[src/rtl/prf_read_arbiter_pkg.sv]
// Shared constants, types and helpers for the PRF read-port arbiter.
package prf_read_arbiter_pkg;

    localparam int PRF_BANK_COUNT     = 4;
    localparam int LOG_PRF_BANK_COUNT = 2;
    localparam int LOG_PR_COUNT       = 7;
    localparam int PRF_RR_COUNT       = 14;

    localparam int RR_COUNT     = PRF_RR_COUNT;
    localparam int LOG_RR_COUNT = 4;
    localparam int ROW_W        = LOG_PR_COUNT - LOG_PRF_BANK_COUNT;

    typedef logic [LOG_PR_COUNT-1:0]       pr_t;
    typedef logic [ROW_W-1:0]              row_t;
    typedef logic [LOG_PRF_BANK_COUNT-1:0] bank_t;
    typedef logic [LOG_RR_COUNT-1:0]       rr_idx_t;

    // Low PR bits select the bank.
    function automatic bank_t bank_of(input pr_t pr);
        return pr[LOG_PRF_BANK_COUNT-1:0];
    endfunction

    // High PR bits are the row address inside the bank.
    function automatic row_t row_of(input pr_t pr);
        return pr[LOG_PR_COUNT-1:LOG_PRF_BANK_COUNT];
    endfunction

    // Round-robin successor of a granted requester, wrapping at RR_COUNT.
    function automatic rr_idx_t next_ptr(input rr_idx_t k);
        return (k == rr_idx_t'(RR_COUNT - 1)) ? '0 : k + rr_idx_t'(1);
    endfunction

endpackage

[src/rtl/prf_read_arbiter_if.sv]
// Requester-side bus of the PRF read arbiter.
//
// Handshake: a requester raises raw_req_valid_by_rr[k] with raw_req_PR_by_rr[k]
// for exactly one cycle per new request and must not issue another while
// pending_by_rr[k] is high. There is no ready: the arbiter always accepts and
// holds the request, and reg_read_valid_by_rr[k] pulses for one cycle when the
// bank read data for that request is available. kill_by_rr[k] drops both the
// held request and a same-cycle raw request.
interface prf_read_arbiter_if;
    import prf_read_arbiter_pkg::*;

    logic [RR_COUNT-1:0]             raw_req_valid_by_rr;
    pr_t  [RR_COUNT-1:0]             raw_req_PR_by_rr;
    logic [RR_COUNT-1:0]             kill_by_rr;
    logic [PRF_BANK_COUNT-1:0]       bank_read_valid_by_bank;
    row_t [PRF_BANK_COUNT-1:0]       bank_read_upper_PR_by_bank;
    logic [RR_COUNT-1:0]             reg_read_valid_by_rr;
    logic [RR_COUNT-1:0]             pending_by_rr;
    rr_idx_t [PRF_BANK_COUNT-1:0]    dbg_ptr_by_bank;

    modport master (
        output raw_req_valid_by_rr, raw_req_PR_by_rr, kill_by_rr,
        input  bank_read_valid_by_bank, bank_read_upper_PR_by_bank,
        input  reg_read_valid_by_rr, pending_by_rr, dbg_ptr_by_bank
    );

    modport slave (
        input  raw_req_valid_by_rr, raw_req_PR_by_rr, kill_by_rr,
        output bank_read_valid_by_bank, bank_read_upper_PR_by_bank,
        output reg_read_valid_by_rr, pending_by_rr, dbg_ptr_by_bank
    );

endinterface

[src/rtl/prf_read_arbiter_rr_pointer_arbiter.sv]
// Generic pointer-based round-robin arbiter: grants the first requester at or
// after ptr, wrapping modulo N. Purely combinational; the caller owns the pointer.
module rr_pointer_arbiter #(
    parameter int N     = 14,
    parameter int IDX_W = 4
) (
    input  logic [N-1:0]     req_mask,
    input  logic [IDX_W-1:0] ptr,
    output logic [N-1:0]     grant_onehot,
    output logic             grant_valid,
    output logic [IDX_W-1:0] grant_idx
);

    int               pos;
    logic [IDX_W-1:0] pos_idx;

    // Scan from ptr upward with wrap; the first set request wins.
    always_comb begin
        grant_onehot = '0;
        grant_valid  = 1'b0;
        grant_idx    = '0;
        pos          = 0;
        pos_idx      = '0;
        for (int i = 0; i < N; i++) begin
            pos = int'(ptr) + i;
            if (pos >= N) begin
                pos = pos - N;
            end
            pos_idx = IDX_W'(pos);
            if (!grant_valid && req_mask[pos_idx]) begin
                grant_valid           = 1'b1;
                grant_onehot[pos_idx] = 1'b1;
                grant_idx             = pos_idx;
            end
        end
    end

endmodule

[src/rtl/prf_read_arbiter.sv]
// Per-bank read-port arbiter for the banked PRF. Holds unserved requests,
// arbitrates each bank's single read port round-robin, and acks each requester
// in the cycle its bank data comes back.
module prf_read_arbiter
    import prf_read_arbiter_pkg::*;
(
    input  logic                CLK,
    input  logic                nRST,
    prf_read_arbiter_if.slave   bus
);

    logic [RR_COUNT-1:0] pending_q, pending_d;
    logic [RR_COUNT-1:0] ack_q, ack_d;
    pr_t  [RR_COUNT-1:0] pr_q, pr_d;
    rr_idx_t [PRF_BANK_COUNT-1:0] ptr_q, ptr_d;

    logic [RR_COUNT-1:0]                     cand;
    logic [RR_COUNT-1:0]                     granted;
    pr_t  [RR_COUNT-1:0]                     pr_eff;
    logic [PRF_BANK_COUNT-1:0][RR_COUNT-1:0] req_by_bank;
    logic [PRF_BANK_COUNT-1:0][RR_COUNT-1:0] grant_by_bank;
    logic [PRF_BANK_COUNT-1:0]               grant_valid;
    rr_idx_t [PRF_BANK_COUNT-1:0]            grant_idx;
    row_t [PRF_BANK_COUNT-1:0]               upper_by_bank;

    // Build the candidate set; a held request always wins over a raw one, so a
    // raw request arriving while pending is ignored.
    always_comb begin
        cand        = '0;
        pr_eff      = '0;
        req_by_bank = '0;
        for (int k = 0; k < RR_COUNT; k++) begin
            pr_eff[k] = pending_q[k] ? pr_q[k] : bus.raw_req_PR_by_rr[k];
            cand[k]   = (pending_q[k] | bus.raw_req_valid_by_rr[k]) & ~bus.kill_by_rr[k];
            for (int b = 0; b < PRF_BANK_COUNT; b++) begin
                req_by_bank[b][k] = cand[k] && (bank_of(pr_eff[k]) == bank_t'(b));
            end
        end
    end

    for (genvar gb = 0; gb < PRF_BANK_COUNT; gb++) begin : g_bank
        rr_pointer_arbiter #(
            .N     (RR_COUNT),
            .IDX_W (LOG_RR_COUNT)
        ) u_arb (
            .req_mask     (req_by_bank[gb]),
            .ptr          (ptr_q[gb]),
            .grant_onehot (grant_by_bank[gb]),
            .grant_valid  (grant_valid[gb]),
            .grant_idx    (grant_idx[gb])
        );
    end

    // Merge bank grants, drive row addresses and compute next state.
    always_comb begin
        granted       = '0;
        upper_by_bank = '0;
        ptr_d         = ptr_q;
        for (int b = 0; b < PRF_BANK_COUNT; b++) begin
            granted = granted | grant_by_bank[b];
            for (int k = 0; k < RR_COUNT; k++) begin
                if (grant_by_bank[b][k]) begin
                    upper_by_bank[b] = upper_by_bank[b] | row_of(pr_eff[k]);
                end
            end
            if (grant_valid[b]) begin
                ptr_d[b] = next_ptr(grant_idx[b]);
            end
        end
        pending_d = cand & ~granted;
        ack_d     = granted;
        pr_d      = pr_q;
        for (int k = 0; k < RR_COUNT; k++) begin
            if (!pending_q[k] && bus.raw_req_valid_by_rr[k]) begin
                pr_d[k] = bus.raw_req_PR_by_rr[k];
            end
        end
    end

    // Request holding, pointers and the data-aligned ack.
    always_ff @(posedge CLK or negedge nRST) begin
        if (!nRST) begin
            pending_q <= '0;
            pr_q      <= '0;
            ptr_q     <= '0;
            ack_q     <= '0;
        end else begin
            pending_q <= pending_d;
            pr_q      <= pr_d;
            ptr_q     <= ptr_d;
            ack_q     <= ack_d;
        end
    end

    // Bank enables are forced off while reset is asserted.
    assign bus.bank_read_valid_by_bank    = grant_valid & {PRF_BANK_COUNT{nRST}};
    assign bus.bank_read_upper_PR_by_bank = upper_by_bank;
    assign bus.reg_read_valid_by_rr       = ack_q;
    assign bus.pending_by_rr              = pending_q;
    assign bus.dbg_ptr_by_bank            = ptr_q;

endmodule

[src/flat_wrapper.sv]
// flat-port wrapper written by rule: the top's interface ports become plain ports
module prf_read_arbiter_flat import prf_read_arbiter_pkg::*;
  (CLK, nRST, bus_raw_req_valid_by_rr, bus_raw_req_PR_by_rr, bus_kill_by_rr, bus_bank_read_valid_by_bank, bus_bank_read_upper_PR_by_bank, bus_reg_read_valid_by_rr, bus_pending_by_rr, bus_dbg_ptr_by_bank);
  prf_read_arbiter_if bus_i ();
  input  logic CLK;
  input  logic nRST;
  input wire logic [$bits(bus_i.raw_req_valid_by_rr)-1:0] bus_raw_req_valid_by_rr;
  input wire logic [$bits(bus_i.raw_req_PR_by_rr)-1:0] bus_raw_req_PR_by_rr;
  input wire logic [$bits(bus_i.kill_by_rr)-1:0] bus_kill_by_rr;
  output wire logic [$bits(bus_i.bank_read_valid_by_bank)-1:0] bus_bank_read_valid_by_bank;
  output wire logic [$bits(bus_i.bank_read_upper_PR_by_bank)-1:0] bus_bank_read_upper_PR_by_bank;
  output wire logic [$bits(bus_i.reg_read_valid_by_rr)-1:0] bus_reg_read_valid_by_rr;
  output wire logic [$bits(bus_i.pending_by_rr)-1:0] bus_pending_by_rr;
  output wire logic [$bits(bus_i.dbg_ptr_by_bank)-1:0] bus_dbg_ptr_by_bank;
  assign bus_i.raw_req_valid_by_rr = bus_raw_req_valid_by_rr;
  assign bus_i.raw_req_PR_by_rr = bus_raw_req_PR_by_rr;
  assign bus_i.kill_by_rr = bus_kill_by_rr;
  assign bus_bank_read_valid_by_bank = bus_i.bank_read_valid_by_bank;
  assign bus_bank_read_upper_PR_by_bank = bus_i.bank_read_upper_PR_by_bank;
  assign bus_reg_read_valid_by_rr = bus_i.reg_read_valid_by_rr;
  assign bus_pending_by_rr = bus_i.pending_by_rr;
  assign bus_dbg_ptr_by_bank = bus_i.dbg_ptr_by_bank;
  prf_read_arbiter u_core (.CLK(CLK), .nRST(nRST), .bus(bus_i));
endmodule
[config.mk]
export PLATFORM = sky130hd
export DESIGN_NAME = prf_read_arbiter_flat
export DESIGN_NICKNAME = d
export VERILOG_FILES = /design/src/rtl/prf_read_arbiter_pkg.sv /design/src/rtl/prf_read_arbiter_if.sv /design/src/rtl/prf_read_arbiter_rr_pointer_arbiter.sv /design/src/rtl/prf_read_arbiter.sv /design/src/flat_wrapper.sv
export SDC_FILE = /design/constraint.sdc
export NUM_CORES = 1
export LEC_CHECK = 0
export ABC_AREA = 1
export BUFFER_PORTS_ARGS = -buffer_cell sky130_fd_sc_hd__clkbuf_2
export CAP_MARGIN = 0
export CORE_ASPECT_RATIO = 1.25
export CORE_MARGIN = 4
export CORE_UTILIZATION = 40
export DETAILED_ROUTE_END_ITERATION = 8
export PLACE_DENSITY_LB_ADDON = 0.25
export SLEW_MARGIN = 20
export SYNTH_ARGS = -nofsm -noshare
export SYNTH_HDL_FRONTEND = slang
export SYNTH_HIERARCHICAL = 1
export SYNTH_SLANG_ARGS = --single-unit
[constraint.sdc]
create_clock -name CLK -period 13.5 [get_ports CLK]
set_clock_uncertainty 0.05 [all_clocks]
set_input_delay 1.35 -clock CLK [delete_from_list [all_inputs] [get_ports CLK]]
set_output_delay 1.35 -clock CLK [all_outputs]
set_load 0.1 [all_outputs]
==> metrics.csv, run 1 <==
metric;value;unit
Die Height;327.7;um
CTS tree;yes;
Hold Crit Class;reg -> reg;
Syn-to-layout area delta;7.385;%
Most Crowded Layer GR;met2;
met1 GRT Util;0.3931;
top_reg_cell synth;dfrtp_1;
total of max-cap violations;0;
H-tree depth;4;
met3 GRT Util;0.04839;
Worst Hold Path Cells;2;
Iter 0 DRT Violations;4557;
initial core utilization;0.4059;
Final TNS setup;0;ns
Routed WL;149000;um
drt drc;0;
layout cells sized above 1;0.1072;
Reg area;0.003558;mm^2
DRT antenna net count;0;
Req. time, crit path;12.10;ns
RSZ-0062 raised after global routing;no;
Slew Limit Fails;0;
commonest cells after routing, fill and taps aside;nand2_1 (1783), nor2_1 (1070), nand3_1 (946), inv_1 (844), nand4_1 (235);
synthesized cell area;0.03270;mm^2
GRT Overall Usage;0.3264;
Reg clk slew, reported paths;0.06;ns
EDFF count, synth;0;
fmax;0.1124;GHz
CP max stage delay;0.87;ns
Die ar.;0.08642;mm^2
Vias/cell;5.656;
CP startpoint kind;input pin;
CP arrival;7.50;ns
global-route wire length before repair;224100;um
largest net degree at the start of global routing;62;
Clock Latency Late Sink;0.49;ns
final hold vios;0;
actual slew at the worst max-slew pin;1.164;ns
IO Pins;196;
Clock Tree Root;clkbuf_16;
number of global-route vias before repair;38645;
DP Wirelength;123500;um
sequential share of the synthesized area;0.1087;
RePlAce Congestion;1.067;
Worst Path Max Fanout;16;
total nets after synthesis;6565;
endpoints failing setup;0;
CP most frequent cell;nor2_1;
WL per Instance;19.78;um
first drt pass iteration count;7;
fill cell count;9247;
post-cts repair resize count;0;
Final nets;6676;
Slew HR;0.2179;
cells after synthesis;6347;
most common cell after layout, fill and taps aside;nand2_1;
cts bufs inserted;17;
vias;42608;
critical path class;in -> out;
Slowest-stage cell, CP;o21ai_0;
Layout Utilization;0.4359;
ANT cells;0;
postcts setup bufs;0;
Core Area;0.08055;mm^2
Synth Area per Inst;5.152;um^2
fin crit period;8.895;ns
Max clock buf depth;2;
initial antenna violation count;3;
asr flop ratio synth;1.000;
Critical Path End Type;primary output;
gr ovfl total;0;
met2 usage in global routing;0.5502;
R2R depth;26;
total number of yosys warnings;6;
Unique masters post-synth;58;
FF+latch count, synth;142;
status;complete, no violations;
Final period util;0.6589;
CTS Hold Bufs;0;
row cnt;116;
I/O Buffers;195;
CTS Sinks;142;
Die Width;263.7;um
area taken by multi-input logic gates;0.02468;mm^2
## layer usage
metal	vias up	wire length [um]
met5	-	13
met4	2	10790
met3	489	11450
met2	2133	68530
met1	19217	58210
li1	20767	-
## through the flow
step / instance area (um^2) / std cells / setup slack, ns / hold slack, ns
after global placement: 34500 / 7501 / 4.841 / 0.4165
after global routing: 35110 / 7533 / 4.178 / 0.4646
after detailed placement: 34510 / 7501 / 4.824 / 0.4232
final: 35110 / 7533 / 4.605 / 0.4355
after floorplan: 32700 / 6347 / 6.138 / 0.4029
after CTS: 35100 / 7533 / 4.726 / 0.4396
## flip-flops by register name, indices dropped and copies added, names as in the netlist
name / flops
u_core/bus.pending_by_rr: 14
u_core/bus.dbg_ptr_by_bank: 16
u_core/bus.reg_read_valid_by_rr: 14
u_core/pr_q: 98
## critical path, delay by kind of cell
kind	cells	cell delay (ns)
and+or+nand+nor	24	3.96
buffers and inverters	7	1.28
AOI/OAI and AO/OA	1	0.87
## final timing paths
check,startpoint,endpoint,slack [ns]
worst min register to register,u_core/pr_q[54],u_core/pr_q[54],0.44
min in group asynchronous,nRST,u_core/bus.dbg_ptr_by_bank[6],0.79
max in group asynchronous,nRST,u_core/bus.dbg_ptr_by_bank[8],11.38
worst max-delay path,bus_raw_req_valid_by_rr[4],bus_bank_read_upper_PR_by_bank[12],4.60
worst min-delay path,u_core/pr_q[54],u_core/pr_q[54],0.44
worst max register to register,u_core/bus.dbg_ptr_by_bank[5],u_core/bus.pending_by_rr[8],7.06
## layout make-up
type | count | share of cell area
Clock inverter | 13 | 0.004347
Tap cell | 1062 | 0.03784
Sequential cell | 142 | 0.1013
Clock buffer | 19 | 0.01261
Timing Repair Buffer | 241 | 0.03781
Inverter | 956 | 0.1031
Multi-Input combinational cell | 5100 | 0.7029
## Yosys cell counts, types with 32 or more instances
cell | n | area, um^2
a21oi_1 | 91 | 455.4
buf_2 | 58 | 290.3
clkbuf_1 | 35 | 131.4
dfrtp_1 | 142 | 3553
ha_1 | 86 | 1076
inv_1 | 844 | 3168
inv_2 | 91 | 341.6
nand2_1 | 1783 | 6693
nand2_2 | 72 | 450.4
nand3_1 | 946 | 4735
nand4_1 | 235 | 1470
nor2_1 | 1070 | 4016
nor2_2 | 55 | 344.1
nor3_1 | 64 | 320.3
o2111ai_1 | 32 | 280.3
o211ai_1 | 47 | 352.8
o21ai_0 | 235 | 1176
o21ai_1 | 98 | 490.5
o21ai_2 | 39 | 341.6
## cell families (layout without fill, tap and decap cells)
logic type	after synthesis	count (layout)	share of synthesized area
adder cells (fa/ha/maj)	90	90	0.03535
AND/OR/NAND/NOR	4381	4381	0.6001
flip-flops	142	142	0.1087
XOR/XNOR	18	18	0.005510
buffers and inverters	1105	1229	0.1369
AO/OA/AOI/OAI	597	597	0.1086
multiplexers	14	14	0.004821
Power of run 1 is not shown: default switching activity piles up to over one toggle a cycle in this logic, so the estimate is an artifact.
==> run 2: changes to the inputs <==
clock period = 9.3 ns   (was 13.5 ns; I/O delays follow)
==> run 2 against run 1 <==
Setup slack got worse by 3.8 ns; global-route usage is 0.18 points higher; die area stayed put; sequential cell count stayed put; critical path depth decreased by 2; design area fell by 0.13%; utilization is 0.056 points lower; critical endpoint is now bus_bank_read_upper_PR_by_bank[18].
==> metrics.csv, run 2 (same netlist as run 1, synthesis figures left out) <==
metric;value;unit;change
commonest cells after routing, fill and taps aside;nand2_1 (1783), nor2_1 (1070), nand3_1 (946), inv_1 (844), nand4_1 (235);;
Routed WL;149300;um;+0.22%
Die Width;263.7;um;unchanged
IO Pins;196;;unchanged
fin crit period;8.502;ns;
cts bufs inserted;17;;unchanged
layout cells sized above 1;0.1067;;-0.0005852
Slowest-stage cell, CP;ha_1;;
global-route wire length before repair;225200;um;+0.49%
Syn-to-layout area delta;7.247;%;
RSZ-0062 raised after global routing;no;;
Iter 0 DRT Violations;4693;;+3.0%
Die ar.;0.08642;mm^2;unchanged
status;complete, no violations;;
CP startpoint kind;flop;;
Worst Path Max Fanout;18;;+2
Placed Area;0.03449;mm^2;about the same
drt drc;0;;unchanged
final hold vios;0;;unchanged
R2R depth;25;;-3.8%
Hold Crit Class;in -> async;;
Req. time, crit path;8.32;ns;-3.78 ns
RePlAce Congestion;1.039;;-2.7%
DRT antenna net count;0;;unchanged
CTS Sinks;142;;unchanged
fill cell count;9161;;-0.93%
CP most frequent cell;nand2_1;;
Top reg by flops;u_core/pr_q;;
I/O Buffers;195;;unchanged
Max clock buf depth;2;;unchanged
largest net degree at the start of global routing;70;;+13%
most common cell after layout, fill and taps aside;nand2_1;;
endpoints failing setup;0;;unchanged
CTS Hold Bufs;0;;unchanged
actual slew at the worst max-slew pin;1.163;ns;-0.001517 ns
gr ovfl total;0;;unchanged
number of global-route vias before repair;38996;;+0.91%
postcts setup bufs;0;;unchanged
CP top delay family;simple AND/OR/NAND/NOR gates;;
total of max-cap violations;0;;unchanged
GRT Overall Usage;0.3282;;+0.001820
Final nets;6674;;-0.030%
critical path class;reg -> out;;
initial antenna violation count;4;;+1
Vias/cell;5.639;;-0.30%
Finished Cell Area;0.03507;mm^2;-0.13%
first drt pass iteration count;9;;+2
worst path bufs/invs;8;;+1
Core Area;0.08055;mm^2;unchanged
Critical Path End Type;primary output;;
row cnt;116;;unchanged
CTS tree;yes;;
H-tree depth;4;;unchanged
post-cts repair resize count;0;;unchanged
Final period util;0.9142;;
Die Height;327.7;um;unchanged
Crit path depth;30;;-6.3%
Worst R2R Setup Slack;2.81;ns;-4.25 ns
CP max stage delay;0.80;ns;-0.07 ns
fmax;0.1176;GHz;
Clock Tree Root;clkbuf_16;;
Final TNS setup;0;ns;unchanged
Slew HR;0.2167;;-0.001208
Slew Limit Fails;0;;unchanged
initial core utilization;0.4059;;unchanged
Reg clk slew, reported paths;0.07;ns;about the same
CP arrival;7.52;ns;+0.02 ns
vias;42473;;-0.32%
Clock Latency Late Sink;0.48;ns;about the same
WL per Instance;19.82;um;+0.23%
DP Wirelength;123800;um;+0.19%
Largest register FFs;98;;unchanged
## run 2: final cells by class
class | instances | area [um^2] | share of cell area
Multi-Input combinational cell | 5100 | 24670 | 0.7036
Timing Repair Buffer | 239 | 1313 | 0.03743
Antenna cell | 1 | 2.502 | 0.00007135
Clock buffer | 19 | 442.9 | 0.01263
Clock inverter | 13 | 130.1 | 0.003710
Sequential cell | 142 | 3558 | 0.1015
Inverter | 956 | 3621 | 0.1033
Tap cell | 1062 | 1329 | 0.03789
## run 2: path summary, 6_finish.rpt
path | to | start
worst max-delay path | bus_bank_read_upper_PR_by_bank[18] | u_core/bus.dbg_ptr_by_bank[13]
worst min-delay path | u_core/bus.dbg_ptr_by_bank[7] | nRST
worst max register to register | u_core/bus.pending_by_rr[4] | u_core/bus.dbg_ptr_by_bank[13]
worst min register to register | u_core/pr_q[87] | u_core/pr_q[87]
max in group asynchronous | u_core/bus.reg_read_valid_by_rr[5] | nRST
min in group CLK | u_core/pr_q[87] | u_core/pr_q[87]
## run 2: through the flow
stage	hold slack, ns	std cells	util	setup WS (ns)
CTS	0.3730	7531	0.4353	1.016
detailed placement	0.4224	7499	0.4282	1.431
floorplan	0.4029	6347	-	2.358
finish	0.3623	7532	0.4354	0.7980
global placement	0.4153	7499	0.4282	1.376
global route	0.3856	7532	0.4354	0.3355
## run 2: layer usage
layer  track usage  vias up  part of all wire
met4        0.1914        2             0.069
met3       0.05311      470             0.077
met5             0        -          0.000087
met1        0.3977    19266              0.39
li1              -    20749                 -
met2        0.5506     1986              0.46
## run 2: worst register-to-register path: stages, from the launching register on
cell	delay (ns)
dfrtp_1	0.79
clkinv_1	0.67
ha_1	0.81
clkinv_1	0.43
ha_1	0.36
inv_1	0.05
o21ai_1	0.05
nand2_1	0.06
nand2_2	0.08
inv_2	0.07
o21ai_1	0.05
nand2_1	0.30
clkinv_1	0.32
nand3_1	0.16
nand2_1	0.06
nor2_1	0.23
inv_2	0.11
nand4_4	0.15
nor2_4	0.06
nand3_1	0.19
clkinv_1	0.31
nand4_1	0.16
nand3_1	0.32
nor2_1	0.20
nand2_1	0.23
nor2_1	0.16
Power of run 2 is left out for the same reason.
